[src/rtl/arb_rr_16_ctrl.sv]
// Purpose: 16-way round-robin ownership arbiter; one owner at a time with optional hold timeout.
// Latency: grant registered one edge after req is seen in IDLE; release/timeout exit takes one edge.
// Backpressure: the owner keeps the grant until rel or timeout; other requesters wait, and req changes are ignored in OWN.
module arb_rr_16_ctrl #(
    parameter int MAX_HOLD = 16
) (
    input  logic        clk,
    input  logic        reset,
    input  logic [15:0] req,
    // "release" is a reserved word in SystemVerilog, so the owner's free strobe is named rel.
    input  logic        rel,
    output logic        gnt_valid,
    output logic [15:0] gnt,
    output logic [3:0]  gnt_idx,
    output logic        timeout
);

    // Counter only needs to reach MAX_HOLD-1; keep at least one bit so MAX_HOLD of 0 or 1 still elaborates.
    localparam int CW = (MAX_HOLD > 1) ? $clog2(MAX_HOLD) : 1;
    localparam logic [CW-1:0] HOLD_LAST = CW'(MAX_HOLD - 1);

    typedef enum logic {
        IDLE = 1'b0,
        OWN  = 1'b1
    } state_t;

    state_t        state_q, state_d;
    logic [3:0]    ptr_q, ptr_d;
    logic [CW-1:0] cnt_q, cnt_d;
    logic [15:0]   gnt_q, gnt_d;
    logic [3:0]    idx_q, idx_d;
    logic          timeout_q, timeout_d;

    logic          pick_found;
    logic [3:0]    pick_idx;
    logic [3:0]    cand;
    logic          hold_expired;

    // Round-robin search: first set req bit starting at ptr, wrapping modulo 16.
    always_comb begin
        pick_found = 1'b0;
        pick_idx   = 4'd0;
        cand       = 4'd0;
        for (int i = 0; i < 16; i++) begin
            cand = ptr_q + 4'(i);
            if (!pick_found && req[cand]) begin
                pick_found = 1'b1;
                pick_idx   = cand;
            end
        end
    end

    // Timeout fires on the last permitted owned cycle; MAX_HOLD of 0 means hold forever.
    assign hold_expired = (MAX_HOLD > 0) && (cnt_q == HOLD_LAST);

    // Next-state and next-output logic; outputs are computed here and registered below.
    always_comb begin
        state_d   = state_q;
        ptr_d     = ptr_q;
        cnt_d     = cnt_q;
        gnt_d     = gnt_q;
        idx_d     = idx_q;
        timeout_d = 1'b0;
        case (state_q)
            IDLE: begin
                // rel is meaningless without an owner and is simply not looked at here.
                if (pick_found) begin
                    state_d = OWN;
                    gnt_d   = 16'(1) << pick_idx;
                    idx_d   = pick_idx;
                    ptr_d   = pick_idx + 4'd1;
                    cnt_d   = '0;
                end
            end
            OWN: begin
                // Release wins over a coincident timeout so a well-behaved owner never sees a pulse.
                if (rel) begin
                    state_d = IDLE;
                    gnt_d   = 16'h0000;
                    idx_d   = 4'd0;
                    cnt_d   = '0;
                end else if (hold_expired) begin
                    state_d   = IDLE;
                    gnt_d     = 16'h0000;
                    idx_d     = 4'd0;
                    cnt_d     = '0;
                    timeout_d = 1'b1;
                end else begin
                    cnt_d = cnt_q + CW'(1);
                end
            end
            default: begin
                state_d = IDLE;
                gnt_d   = 16'h0000;
                idx_d   = 4'd0;
                cnt_d   = '0;
            end
        endcase
    end

    // State, pointer, counter and output registers; reset drops any grant immediately.
    always_ff @(posedge clk or posedge reset) begin
        if (reset) begin
            state_q   <= IDLE;
            ptr_q     <= 4'd0;
            cnt_q     <= '0;
            gnt_q     <= 16'h0000;
            idx_q     <= 4'd0;
            timeout_q <= 1'b0;
        end else begin
            state_q   <= state_d;
            ptr_q     <= ptr_d;
            cnt_q     <= cnt_d;
            gnt_q     <= gnt_d;
            idx_q     <= idx_d;
            timeout_q <= timeout_d;
        end
    end

    assign gnt_valid = (state_q == OWN);
    assign gnt       = gnt_q;
    assign gnt_idx   = idx_q;
    assign timeout   = timeout_q;

endmodule

[config.mk]
export PLATFORM = sky130hd
export DESIGN_NAME = arb_rr_16_ctrl
export DESIGN_NICKNAME = d
export VERILOG_FILES = /design/src/rtl/arb_rr_16_ctrl.sv
export SDC_FILE = /design/constraint.sdc
export NUM_CORES = 1
export LEC_CHECK = 0
export ABC_AREA = 1
export CAP_MARGIN = 0
export CORE_MARGIN = 2
export CORE_UTILIZATION = 30
export CTS_CLUSTER_SIZE = 16
export DETAILED_ROUTE_END_ITERATION = 10
export GPL_TIMING_DRIVEN = 0
export PLACE_DENSITY_LB_ADDON = 0.25
export SLEW_MARGIN = 15
export SYNTH_ARGS = -nofsm -noshare
export SYNTH_HDL_FRONTEND = slang
export SYNTH_SLANG_ARGS = --single-unit
[constraint.sdc]
create_clock -name clk -period 11.2 [get_ports clk]
set_clock_uncertainty 0.15 [all_clocks]
set_input_delay 3.36 -clock clk [delete_from_list [all_inputs] [get_ports clk]]
set_output_delay 3.36 -clock clk [all_outputs]
set_load 0.05 [all_outputs]
==> flow_summary.toml <==
[outcome]
run_status = "completed"

[drt]
post_drt_via_cell_ratio = 4.926
vias = 3345
routed_wl_mm = 9.164
drc_errors = 0
drt_pre_antenna_iters = 5
drt-met1-wl_mm = 4.307
wire_per_inst_um = 13.50
wl_met3_um = 497
top_layer = "met4"
drt_iter0_drc = 207
wl_met2_mm = 4.181
ant_nets = 0

[critical_path]
critPathMaxStageDelay_ps = 450
worstSetupPathType = "input pin to flip-flop"
critPathSlowestCell = "clkdlybuf4s50_1"
startpoint_type = "input pin"
worst_path_most_repeated_cell = "nand2_1"
cp_data_arrival_time_ps = 6780
r2r_setup_slack_ps = 6510
cp.required_ps = 11190
cp_max_fo = 5
end_kind = "flip-flop"

[cts]
cts_hold_buf = 0
cts_buffers = 5
cts_tree = "yes"
postCtsSetupRepairBufs = 0
clk_pin_slew_ps = 70
clk_latency_ps = 270
root_buffer = "clkbuf_8"
clkSinkCount = 30
cts.path.max_buffers = 2
cts_htree_levels = 2
cts_resized = 0

[timing]
rsz0062_at_grt = "false"
post-route-period-util = 0.6062
max_freq_ghz = 0.1473
tns_ps = 0
period_minus_slack_ps = 6789
timing.final.max_slew_violations = 0
final-hold-violation-count = 0
slew-limit-headroom = 0.5083
finalSetupViolCount = 0
worstMarginPinSlew_ps = 732.2

[synthesis]
synth-edff-count = 0
netlist_area_mm2 = 0.003053
syn_avg_cell_area_um2 = 6.130
synth_top_cells_by_area = "dfrtp_1, nand2_1, nand3_1"
seq_area_frac_synth = 0.2459
yosys_warnings = 0
synth_nets = 530
async_reset_ff_frac = 1.000
synth_top_cell_area_share = 0.2459
netlist_top_cells_count = "nand2_1, nand3_1, inv_1"
yosys.cell_count.top_type = "nand2_1"
synth_cell_type_count = 37
dominantRegCellSynth = "dfrtp_1"
syn_inst = 498
synth_top_cell_by_area = "dfrtp_1"
synth_seq_cells = 30

[global_routing]
grt_max_degree = 31
grt_pass1_wl_mm = 15.26
grt_pass1_vias = 3211
grtUsageTotal = 0.1706
grt_overflow = 0
antenna_found_initial = 0

[placement]
globalplace.congestion = 0.9563
hpwlAfterDp_mm = 7.302
io_buffers = 40

[floorplan]
fp.dieArea_mm2 = 0.01100
core.rowCount = 36
ios = 41
start_util = 0.3109
die_x_um = 104.9
coreArea_mm2 = 0.009819
die-height_um = 104.9

[layout]
drive_above_1_share = 0.08791
area_growth_pct = 21.68
final_nets = 577
antenna_cells = 0
fill_cells = 1092
ff_latch_area_um2 = 750.7
multi_input_area_mm2 = 0.001998

[min_path]
hold_path.class = "flip-flop to flip-flop"

[flow_run]
cap_viol_max_count = 0
-- cell type report --
cell class	instances	share of cell area
buffer	12	0.02223
tap	133	0.04480
timing repair buffer	40	0.1078
clock buffer	6	0.02223
sequential	30	0.2021
clock inverter	2	0.003368
multi-input combinational	397	0.5379
inverter	59	0.05962
-- final timing paths --
check | from | cells after the start | end
min in group asynchronous | reset | 2 | gnt[15]
worst max register to register | ptr_q[1] | 27 | ptr_q[2]
worst min register to register | gnt[9] | 2 | gnt[9]
max in group asynchronous | reset | 2 | ptr_q[0]
worst min-delay path | gnt[9] | 2 | gnt[9]
worst max-delay path | req[11] | 26 | ptr_q[2]
-- registers in the layout (all words and copies together), names as in the netlist --
register / flops
gnt_idx: 4
timeout: 1
ptr_q: 4
cnt_q: 4
gnt: 16
gnt_valid: 1
-- cell families (layout without fill, tap and decap cells) --
| family | after synthesis | in the layout | share of synthesized area |
|---|---|---|---|
| simple gates | 330 | 330 | 0.4906 |
| buf+inv | 71 | 119 | 0.09959 |
| compound gates | 45 | 45 | 0.08238 |
| flops | 30 | 30 | 0.2459 |
| fa+ha+maj | 13 | 13 | 0.05328 |
| xor+xnor | 9 | 9 | 0.02828 |
-- per-stage QoR --
step           instances  area [µm²]  setup slack, ps  hold WS [ps]  utilization
5_1_grt              679        3715             4078         355.4       0.3783
4_1_cts              679        3715             4435         340.9       0.3783
3_5_place_dp         671        3620             4154         314.3       0.3686
6_report             679        3715             4411         333.5       0.3783
2_1_floorplan        498        3053             5131         321.3            -
3_3_place_gp         671        3620             4197         318.5       0.3686
-- critical path, delay by kind of cell --
kind	cells	cell delay, ps
and+or+nand+nor	20	2210
buffers and inverters	2	590
AOI/OAI and AO/OA	2	180
adders and majority gates	2	470
-- cells in the final DEF (no fill, tap or decap), types with 5 or more instances in the layout --
master / instances
o21ai_0: 19
nor2_1: 26
clkdlybuf4s50_1: 40
ha_1: 13
nand4_1: 8
buf_2: 6
xor2_1: 7
inv_1: 51
dfrtp_1: 30
nand2_2: 11
inv_2: 6
nor3_1: 5
clkbuf_8: 6
a21oi_1: 8
o21ai_1: 7
nand3_1: 94
nand2_1: 173
-- layer usage --
layer | global-route usage | vias to the layer above
met5 | 0 | -
li1 | - | 1705
met2 | 0.2788 | 95
met3 | 0.01934 | 14
met4 | 0.05143 | 0
met1 | 0.2357 | 1531
Power is not shown: default switching activity piles up to over one toggle a cycle in this logic, so the estimate is an artifact.
